==> config.mk <==
export PLATFORM = sky130hd
export DESIGN_NAME = bus_arbiter_flat
export DESIGN_NICKNAME = d
export VERILOG_FILES = /design/src/rtl/bus_arb_pkg.sv /design/src/rtl/bus_arbiter_if.sv /design/src/rtl/bus_rr_pick.sv /design/src/rtl/bus_arbiter.sv /design/src/flat_wrapper.sv
export SDC_FILE = /design/constraint.sdc
export NUM_CORES = 2
export LEC_CHECK = 0
export CAP_MARGIN = 20
export CORE_AREA = 4 4 450 452
export DETAILED_ROUTE_END_ITERATION = 10
export DIE_AREA = 0 0 454 456
export HOLD_SLACK_MARGIN = 0.02
export PLACE_DENSITY_LB_ADDON = 0.15
export RECOVER_POWER = 50
export SETUP_SLACK_MARGIN = 0.02
export SYNTH_ARGS = -nofsm -noshare
export SYNTH_HDL_FRONTEND = slang
export SYNTH_HIERARCHICAL = 1
export SYNTH_SLANG_ARGS = --single-unit
==> constraint.sdc <==
create_clock -name clk -period 17.4 [get_ports clk]
set_input_delay 3.48 -clock clk [delete_from_list [all_inputs] [get_ports clk]]
set_output_delay 3.48 -clock clk [all_outputs]
set_load 0.01 [all_outputs]
==> src/rtl/bus_arb_pkg.sv <==
// Shared types and helpers for the registered bus arbiter.
// Pure package: no logic, no latency, no backpressure.
package bus_arb_pkg;

  localparam int STAT_W = 8;

  // An index into n items needs at least one bit, even when n <= 2.
  function automatic int idx_w(input int n);
    return (n <= 2) ? 1 : $clog2(n);
  endfunction

  typedef enum logic {
    ARB_FIXED = 1'b0,
    ARB_RR    = 1'b1
  } arb_mode_e;

endpackage

==> src/rtl/bus_arbiter_if.sv <==
// Source-side and sink-side signals of the bus arbiter. The source side drives requests and data.
// The arbiter side returns the registered grant, bus value and statistics; there is no backpressure.
interface bus_arbiter_if
  import bus_arb_pkg::*;
#(
  parameter int WIDTH = 32,
  parameter int N_SRC = 32
);

  logic [N_SRC*WIDTH-1:0] src_data;
  logic [N_SRC-1:0]       src_req;
  logic [N_SRC-1:0]       src_lock;
  logic                   rr_mode;
  logic                   stat_clr;
  logic [N_SRC-1:0]       grant;
  logic [WIDTH-1:0]       bus_out;
  logic                   bus_valid;
  logic                   contention;
  logic [STAT_W-1:0]      contention_cnt;

  modport master (
    output src_data, src_req, src_lock, rr_mode, stat_clr,
    input  grant, bus_out, bus_valid, contention, contention_cnt
  );

  modport slave (
    input  src_data, src_req, src_lock, rr_mode, stat_clr,
    output grant, bus_out, bus_valid, contention, contention_cnt
  );

endinterface

==> src/rtl/bus_rr_pick.sv <==
// Combinational masked priority picker: first request at or after i_start (wrapping), skipping i_excl.
// Zero latency; no backpressure.
module bus_rr_pick #(
  parameter int N  = 32,
  parameter int IW = 5
) (
  input  logic [N-1:0]  i_req,
  input  logic [IW-1:0] i_start,
  input  logic [N-1:0]  i_excl,
  output logic [N-1:0]  o_onehot,
  output logic [IW-1:0] o_idx,
  output logic          o_any
);

  logic [N-1:0] w_req;
  int           w_pos;

  always_comb begin
    o_onehot = '0;
    o_idx    = '0;
    o_any    = 1'b0;
    w_pos    = 0;
    w_req    = i_req & ~i_excl;
    for (int i = 0; i < N; i++) begin
      w_pos = int'(i_start) + i;
      if (w_pos >= N) begin
        w_pos = w_pos - N;
      end
      if (!o_any && w_req[w_pos]) begin
        o_any           = 1'b1;
        o_onehot[w_pos] = 1'b1;
        o_idx           = IW'(w_pos);
      end
    end
  end

endmodule

==> src/rtl/bus_arbiter.sv <==
// Registered N_SRC-way bus arbiter (fixed/round-robin, lockable, optional stats via BUS_ARB_STATS_EN).
// One cycle request-to-bus latency; no backpressure, losers simply keep requesting.
module bus_arbiter
  import bus_arb_pkg::*;
#(
  parameter int WIDTH    = 32,
  parameter int N_SRC    = 32,
  parameter int LOCK_MAX = 16
) (
  input  logic          clk,
  input  logic          clr_n,
  bus_arbiter_if.slave  bif
);

  localparam int              IW   = idx_w(N_SRC);
  localparam int              LW   = $clog2(LOCK_MAX + 1);
  localparam logic [IW-1:0]   LAST = IW'(N_SRC - 1);
  localparam logic [LW-1:0]   LMAX = LW'(LOCK_MAX);

  logic [N_SRC-1:0] r_grant;
  logic [WIDTH-1:0] r_bus;
  logic [IW-1:0]    r_ptr;
  logic [LW-1:0]    r_lock_cnt;

  logic             w_busy;
  logic             w_locked;
  logic             w_hold;
  logic             w_others;
  logic [N_SRC-1:0] w_excl;
  logic [IW-1:0]    w_start;
  logic [N_SRC-1:0] w_win_onehot;
  logic [IW-1:0]    w_win_idx;
  logic             w_win_any;
  logic [WIDTH-1:0] w_win_data;
  logic [WIDTH-1:0] w_own_data;

  // While a grant is live, r_ptr is the owner's index.
  assign w_busy     = |r_grant;
  assign w_locked   = w_busy && bif.src_req[r_ptr] && bif.src_lock[r_ptr];
  assign w_hold     = w_locked && (r_lock_cnt < LMAX);
  assign w_others   = |(bif.src_req & ~r_grant);
  assign w_excl     = (w_locked && !w_hold && w_others) ? r_grant : '0;
  assign w_start    = (arb_mode_e'(bif.rr_mode) == ARB_RR) ?
                      ((r_ptr == LAST) ? '0 : r_ptr + 1'b1) : '0;
  assign w_own_data = bif.src_data[int'(r_ptr)*WIDTH +: WIDTH];
  assign w_win_data = bif.src_data[int'(w_win_idx)*WIDTH +: WIDTH];

  bus_rr_pick #(
    .N  (N_SRC),
    .IW (IW)
  ) u_pick (
    .i_req    (bif.src_req),
    .i_start  (w_start),
    .i_excl   (w_excl),
    .o_onehot (w_win_onehot),
    .o_idx    (w_win_idx),
    .o_any    (w_win_any)
  );

  always_ff @(posedge clk or negedge clr_n) begin
    if (!clr_n) begin
      r_grant    <= '0;
      r_bus      <= '0;
      r_ptr      <= LAST;
      r_lock_cnt <= '0;
    end else if (w_hold) begin
      r_bus      <= w_own_data;
      r_lock_cnt <= r_lock_cnt + 1'b1;
    end else if (w_win_any) begin
      r_grant    <= w_win_onehot;
      r_bus      <= w_win_data;
      r_ptr      <= w_win_idx;
      r_lock_cnt <= '0;
    end else begin
      r_grant    <= '0;
      r_lock_cnt <= '0;
    end
  end

  assign bif.grant     = r_grant;
  assign bif.bus_out   = r_bus;
  assign bif.bus_valid = w_busy;

`ifdef BUS_ARB_STATS_EN
  logic              r_cont;
  logic [STAT_W-1:0] r_cont_cnt;
  logic              w_multi;

  assign w_multi = ($countones(bif.src_req) > 1);

  always_ff @(posedge clk or negedge clr_n) begin
    if (!clr_n) begin
      r_cont     <= 1'b0;
      r_cont_cnt <= '0;
    end else if (bif.stat_clr) begin
      r_cont     <= 1'b0;
      r_cont_cnt <= '0;
    end else if (w_multi) begin
      r_cont <= 1'b1;
      if (r_cont_cnt != '1) begin
        r_cont_cnt <= r_cont_cnt + 1'b1;
      end
    end
  end

  assign bif.contention     = r_cont;
  assign bif.contention_cnt = r_cont_cnt;
`else
  logic w_unused_stat_clr;

  assign w_unused_stat_clr  = bif.stat_clr;
  assign bif.contention     = 1'b0;
  assign bif.contention_cnt = '0;
`endif

endmodule

==> src/flat_wrapper.sv <==
// flat-port wrapper written by rule: the top's interface ports become plain ports
module bus_arbiter_flat import bus_arb_pkg::*;
#(
  parameter int WIDTH    = 32,
  parameter int N_SRC    = 32,
  parameter int LOCK_MAX = 16
)
  (clk, clr_n, bif_src_data, bif_src_req, bif_src_lock, bif_rr_mode, bif_stat_clr, bif_grant, bif_bus_out, bif_bus_valid, bif_contention, bif_contention_cnt);
  bus_arbiter_if #(.WIDTH(WIDTH), .N_SRC(N_SRC)) bif_i ();
  input  logic clk;
  input  logic clr_n;
  input wire logic [$bits(bif_i.src_data)-1:0] bif_src_data;
  input wire logic [$bits(bif_i.src_req)-1:0] bif_src_req;
  input wire logic [$bits(bif_i.src_lock)-1:0] bif_src_lock;
  input wire logic [$bits(bif_i.rr_mode)-1:0] bif_rr_mode;
  input wire logic [$bits(bif_i.stat_clr)-1:0] bif_stat_clr;
  output wire logic [$bits(bif_i.grant)-1:0] bif_grant;
  output wire logic [$bits(bif_i.bus_out)-1:0] bif_bus_out;
  output wire logic [$bits(bif_i.bus_valid)-1:0] bif_bus_valid;
  output wire logic [$bits(bif_i.contention)-1:0] bif_contention;
  output wire logic [$bits(bif_i.contention_cnt)-1:0] bif_contention_cnt;
  assign bif_i.src_data = bif_src_data;
  assign bif_i.src_req = bif_src_req;
  assign bif_i.src_lock = bif_src_lock;
  assign bif_i.rr_mode = bif_rr_mode;
  assign bif_i.stat_clr = bif_stat_clr;
  assign bif_grant = bif_i.grant;
  assign bif_bus_out = bif_i.bus_out;
  assign bif_bus_valid = bif_i.bus_valid;
  assign bif_contention = bif_i.contention;
  assign bif_contention_cnt = bif_i.contention_cnt;
  bus_arbiter #(.WIDTH(WIDTH), .N_SRC(N_SRC), .LOCK_MAX(LOCK_MAX)) u_core (.clk(clk), .clr_n(clr_n), .bif(bif_i));
endmodule
After elaboration in Yosys (flattened, before gate mapping)
Cells that the tools add are included.
{"block": "totals", "register_bits": 74, "output_inout_bits": 74, "word_cells": 609}
{"block": "op_classes", "add_sub_neg": 65, "order_cmp": 98, "n_eq_ne": 1, "shift": 2, "n_mux": 299, "bitwise": 36, "reduce_logical": 104}
{"operator": "$mux W32", "n": 68}
{"operator": "$shiftx A1024 B11 Y32", "n": 2}
{"operator": "$ge A32 B1 Y1 const B", "n": 32}
{"operator": "$lt A32 B7 Y1 const B", "n": 32}
{"operator": "$or A32 B32 Y32", "n": 31}
{"operator": "$sub A6 B6 Y7 const B", "n": 31}
{"operator": "$ge A6 B6 Y1 const B", "n": 31}
{"operator": "$mux W5", "n": 35}
{"operator": "$bmux W1 S5", "n": 34}
{"operator": "$demux W1 S5", "n": 32}
{"operator": "$mux W1", "n": 130}
{"operator": "$add A5 B5 Y6 const B", "n": 16}
{"operator": "$logic_and A1 B1 Y1", "n": 68}
{"operator": "$and A32 B32 Y32", "n": 2}
{"operator": "$not A32 Y32", "n": 2}
{"operator": "$reduce_or A32 Y1", "n": 2}
{"operator": "$add A5 B4 Y6 const B", "n": 8}
{"operator": "$logic_not A1 Y1", "n": 32}
{"operator": "$add A5 B3 Y6 const B", "n": 4}
{"operator": "$add A5 B2 Y6 const B", "n": 2}
{"operator": "$add A5 B1 Y5 const B", "n": 2}
{"operator": "$sub A5 B6 Y7 const B", "n": 1}
{"operator": "$add A5 B1 Y6 const B", "n": 1}
{"operator": "$ge A5 B6 Y1 const B", "n": 1}
{"operator": "6 further kinds", "n": 6}

Depth between registers and ports, before layout
{"block": "logic_depth", "word_depth": 111, "depth_mapped": 41, "depth_no_buf": 26}

By module
Netlist, hierarchy kept.
{"module": "bus_arbiter", "n_inst": 1, "cells_per_inst": 2429, "area_per_inst_um2": 14854.2, "seq_area_each_um2": 1858.0}
{"module": "bus_rr_pick", "n_inst": 1, "cells_per_inst": 2092, "area_per_inst_um2": 13172.6, "seq_area_each_um2": 0.0}

Worst setup path after synthesis
Ideal clock, no wire load.
{"block": "synth_path", "path_kind": "input to register", "from": "in bif_rr_mode", "to": "reg u_core.r_bus[0], in the netlist u_core/bif.bus_out[0]", "setup_time_ps": 131, "arrival_ps": 10571, "required_ps": 17269, "setup_slack_ps": 6698, "path_stages": 29, "path_buffers": 10, "path_cell_list": "and2_1 inv_1 clkbuf_1 clkbuf_1 ha_1 buf_2 inv_2 buf_2 buf_2 clkbuf_1 buf_1 mux4_2 mux4_2 nand3b_1 or2_2 inv_1 nand3_2 or2_2 clkbuf_1 o211ai_1 a21oi_1 o311ai_1 nand3_1 clkbuf_1 o31ai_2 clkbuf_1 a31oi_1 a22oi_1 nand3_1"}
{"block": "synth_via", "elab_chain_len": 103, "elab_cells_between_ends": 354, "cone_classes": "add/sub (63); order compare (32); shift (1); mux (195); reduce/logical (63)"}
{"element": "from (decl)", "line_no": "flat_wrapper.sv:15", "rtl": "input wire logic [$bits(bif_i.rr_mode)-1:0] bif_rr_mode;"}
{"element": "$mux W5 *", "line_no": "bus_arbiter.sv:43", "rtl": "assign w_start = (arb_mode_e'(bif.rr_mode) == ARB_RR) ?"}
{"element": "branches (longest 98 deep; another with $sub A6 B6 Y7)"}
{"element": "$mux W5 *", "line_no": "bus_rr_pick.sv:29", "rtl": "if (!o_any && w_req[w_pos]) begin"}
{"element": "named net u_core.w_win_idx[1]", "line_no": "bus_arbiter.sv:32", "rtl": "logic [IW-1:0] w_win_idx;"}
{"element": "$shiftx A1024 B11 Y32 *", "line_no": "bus_arbiter.sv:46", "rtl": "assign w_win_data = bif.src_data[int'(w_win_idx)*WIDTH +: WIDTH];"}
{"element": "$mux W32 *", "line_no": "bus_arbiter.sv:69", "rtl": "end else if (w_win_any) begin"}
{"element": "$mux W32 *", "line_no": "bus_arbiter.sv:66", "rtl": "end else if (w_hold) begin"}
{"element": "to (signal assigned)", "line_no": "bus_arbiter.sv:67", "rtl": "r_bus <= w_own_data;"}
{"element": "to (signal assigned)", "line_no": "bus_arbiter.sv:71", "rtl": "r_bus <= w_win_data;"}
{"element": "to (decl)", "line_no": "bus_arbiter.sv:21", "rtl": "logic [WIDTH-1:0] r_bus;"}
Mark *: on every way through the listed nets, which the timed path passes. The select of a mux whose other input is x is not followed.
A chain may end at the register's enable or synchronous reset.

Final worst setup path
{"block": "layout_path", "from": "in bif_src_req[22]", "to": "reg u_core.r_bus[31], in the netlist u_core/bif.bus_out[31]"}
{"block": "layout_via", "elab_chain_len": 111, "elab_cells_between_ends": 239, "cone_classes": "shift (1); mux (165); bitwise (3); reduce/logical (70)"}
{"element": "from (decl)", "line_no": "flat_wrapper.sv:13", "rtl": "input wire logic [$bits(bif_i.src_req)-1:0] bif_src_req;"}
{"element": "$bmux W1 S5", "line_no": "bus_arbiter.sv:39", "rtl": "assign w_locked = w_busy && bif.src_req[r_ptr] && bif.src_lock[r_ptr];"}
{"element": "$mux W1 (implied by the code)", "line_no": "bus_arbiter.sv:39"}
{"element": "$logic_and A1 B1 Y1 (2 in a row)", "line_no": "bus_arbiter.sv:39"}
{"element": "$logic_and A1 B1 Y1", "line_no": "bus_arbiter.sv:40", "rtl": "assign w_hold = w_locked && (r_lock_cnt < LMAX);"}
{"element": "$logic_not A1 Y1", "line_no": "bus_arbiter.sv:42", "rtl": "assign w_excl = (w_locked && !w_hold && w_others) ? r_grant : '0;"}
{"element": "$logic_and A1 B1 Y1", "line_no": "bus_arbiter.sv:42"}
{"element": "$logic_and A1 B1 Y1 *", "line_no": "bus_arbiter.sv:42"}
{"element": "$mux W32 *", "line_no": "bus_arbiter.sv:42"}
{"element": "named net u_core.w_excl[3]", "line_no": "bus_arbiter.sv:29", "rtl": "logic [N_SRC-1:0] w_excl;"}
{"element": "[95 not listed]"}
{"element": "$mux W1", "line_no": "bus_rr_pick.sv:29"}
{"element": "$logic_not A1 Y1", "line_no": "bus_rr_pick.sv:29"}
{"element": "$logic_and A1 B1 Y1", "line_no": "bus_rr_pick.sv:29"}
{"element": "$mux W5 *", "line_no": "bus_rr_pick.sv:29"}
{"element": "named net u_core.w_win_idx[3]", "line_no": "bus_arbiter.sv:32"}
{"element": "$shiftx A1024 B11 Y32 *", "line_no": "bus_arbiter.sv:46"}
{"element": "$mux W32 *", "line_no": "bus_arbiter.sv:69"}
{"element": "$mux W32 *", "line_no": "bus_arbiter.sv:66"}
Mark *: on every way through the listed nets, which the timed path passes. The rest lies on a longest branch. The select of a mux whose other input is x is not followed.

==> results.yml <==
power_and_ir_drop:
  powerDensity_mw_per_mm2: 310
  power.total_mw: 13.7
  power_leakage_nw: 15.7
  max-vdd-ir-drop_v: 0.000447
logic_synthesis:
  ys_seq_area_share_pct: 6.63
  syn_area_mm2: 0.0280
  synth-seq-cells: 74
  yosysTopAreaCellShare_pct: 14.5
  syn_area_per_cell_um2: 6.20
  synth_area_leader_cell: "nand2_1"
  syn_inst: 4521
  synthArstFlopShare_pct: 100
  synthTopCellsByArea: "nand2_1 15%, mux2i_1 6.2%, dfrtp_1 6.2%"
  synth_edf_count: 0
  synth_cell_types: 104
  yosys_warnings: 6
  ys.flop_type: "dfrtp_1"
grt:
  antenna_found_initial: 104
  grt_use_total_pct: 32.4
  grt_pass1_wl_um: 450000
  overflow: 0
  grt_pass1_vias: 43700
  grt_max_degree: 137
floorplan:
  die_h_um: 456
  die_w_um: 454
  start_util_pct: 14.1
  fp.coreArea_mm2: 0.199
  rows: 164
  io_pins: 1166
  die_area_mm2: 0.207
setup_path:
  crit_path_end_kind: "flip-flop"
  crit_type: "in -> reg"
  cp.arrival_ns: 15.33
  critPathMaxFanout: 32
  cp-start-kind: "input pin"
  cp.required_ns: 17.76
sta:
  fmax_ghz: 0.0668
  skew_ns: 0.0156
  timing.final.crit_share_pct: 86.0
  hold_viol: 0
  rsz0062_at_grt: "false"
  slew_viol_final: 77
  tightest_slew_ns: 3.17
  layout_setup_ws_ns: 2.43
  fin_tns_setup_ns: 0
  max_slew_margin_pct: -111
  finalSetupViolCount: 0
  fin_crit_ns: 14.97
placement:
  pre_cts_ws_ns: 2.37
  place_inst: 8196
  gp_congestion: 1.05
  io_buffers: 1155
  dpl.hpwl_um: 284000
cells_and_area:
  fillers: 22600
  ff_latch_area_mm2: 0.00186
  finalNonFillerCells: 8251
  synthToLayoutAreaGrowth_pct: 57.1
  drive_above_1_share_pct: 8.37
  multiInputGateArea_mm2: 0.0248
  layout.nets: 6668
worst_hold_path:
  worstHoldPathType: "reg -> reg"
status:
  status: "finished, violations left"
  violations: "max-capacitance violations, max-slew violations"
cts:
  cts_buffers: 9
  cts_buffer_depth: 2
  cts_root_buf: "clkbuf_16"
  path_clk_slew_ns: 0.08
  htreeDepth: 3
  cts_num_sinks: 74
  cts_tree: "yes"
  cts.repair.resized: 0
  clk_latency_ns: 0.42
  post_cts.repair.setup_buffers: 0
  cts_hold_buf: 0
detailed_routing:
  drt-total-wl_um: 353000
  vias: 45900
  drtIter0Drc: 5505
  drc_errors: 0
  drtAntennaViolNets: 0
  wl_per_cell_um: 42.7
  firstDrtPassIters: 9
  via_per_inst: 5.57
job:
  maxCapViolCount: 2
==> cell usage after synthesis (11+ instances only) <==
cell type / number
a2111oi_0: 14
a211oi_1: 58
a21oi_1: 276
a221oi_1: 55
a222oi_1: 32
a22oi_1: 46
a31oi_1: 114
and2_1: 92
and3_1: 23
and3b_1: 26
buf_1: 34
buf_2: 78
buf_4: 20
clkbuf_1: 236
dfrtp_1: 69
ha_1: 24
inv_1: 53
mux2_2: 16
mux2i_1: 173
mux4_2: 45
nand2_1: 1085
nand2b_1: 207
nand3_1: 333
nand3b_1: 11
nand4_1: 68
nor2_1: 215
nor3_1: 88
nor3b_1: 25
nor4_1: 95
o2111ai_1: 49
o211ai_1: 109
o21ai_0: 84
o21ai_1: 11
o221ai_1: 64
o22a_1: 29
o22ai_1: 261
or2_2: 27
or4_1: 37
xnor2_1: 38
==> kinds of logic after synthesis <==
kind of cell    after synthesis  share of synthesized area, %
other cells                   1                        0.0134
buf+inv                     437                          6.74
compound gates             1295                          31.7
fa+ha+maj                    24                          1.07
xor+xnor                     48                          1.55
simple gates               2406                          41.7
mux                         236                          10.5
flops                        74                          6.63
==> placed cells by master, fill, tap and decap left out, drive strengths merged, types with 68 or more instances in the layout <==
cell type	count
nand4	68
a31oi	114
and2	96
mux2i	174
nand2b	207
dfrtp	69
o22ai	261
a21oi	277
nand3	334
nand2	1089
nor2	217
clkdlybuf4s50	1122
nor3	90
nor4	104
o21ai	98
o211ai	109
buf	235
==> through the flow <==
stage | hold slack [ns] | cell area, um^2 | utilization (%)
final | 0.466 | 44000 | 22.1
after global routing | 0.503 | 44000 | 22.1
after CTS | 0.472 | 43900 | 22.1
after detailed placement | 0.461 | 43600 | 21.9
after global placement | 0.451 | 43600 | 21.9
after floorplan | 0.433 | 28100 | -
==> worst paths after layout <==
kind                                      startpoint                endpoint  slack, ns  cells after the start
worst max-delay path                 bif_src_req[22]  u_core/bif.bus_out[31]       2.43                     28
worst min-delay path            u_core/r_lock_cnt[0]    u_core/r_lock_cnt[0]       0.47                      1
worst max register to register       u_core/r_ptr[2]  u_core/bif.bus_out[31]       5.17                     27
worst min register to register  u_core/r_lock_cnt[0]    u_core/r_lock_cnt[0]       0.47                      1
max in group asynchronous                      clr_n  u_core/bif.bus_out[21]       9.48                      2
min in group asynchronous                      clr_n  u_core/bif.bus_out[10]       3.87                      1
==> where the power goes <==
part           switching [mW]  internal (mW)
Sequential             0.0957          0.268
Combinational            9.43           3.63
Clock                   0.118          0.114
==> routing by layer <==
layer	vias up	wire length [um]	track usage [%]
li1	19200	-	-
met5	-	356	0
met1	23000	132000	37.6
met2	2983	167000	54.4
met4	50	23600	17.8
met3	726	29100	8.09
==> registers in the layout (all words and copies together), names as in the netlist <==
| register | flops |
|---|---|
| u_core/bif.bus_out | 32 |
| u_core/bif.grant | 32 |
| u_core/r_lock_cnt | 5 |
| u_core/r_ptr | 5 |
==> critical path: stages <==
cell and delay (ns):
clkdlybuf4s50_1 0.70, nand2_1 0.18, o21ai_1 0.20, a41oi_1 0.15
nor4_2 0.82, o2111a_1 0.84, and2_1 0.36, nand3b_1 0.21
nand2_1 0.07, mux4_2 0.54, mux4_2 0.84, or4_4 0.79
nor4bb_1 0.72, and2_0 0.99, a22oi_1 0.24, nand2_1 0.12
o21ai_0 0.10, o211a_1 0.21, o21ai_0 0.66, buf_4 0.26
nand2b_1 0.09, mux2i_4 0.24, nand2_1 0.55, buf_4 0.47
a221oi_1 0.95, buf_4 0.29, a211oi_1 0.05, nand3_1 0.10
==> final cells by class <==
class                           instances  share of cell area, %
Antenna cell                           38                  0.216
Clock buffer                            9                  0.512
Clock inverter                          7                  0.190
Inverter                               58                  0.495
Multi-Input combinational cell       4018                   56.3
Sequential cell                        74                   4.23
Tap cell                             2656                   7.55
Timing Repair Buffer                 1391                   30.5
Note: power is estimated with default switching activity, not from simulation.
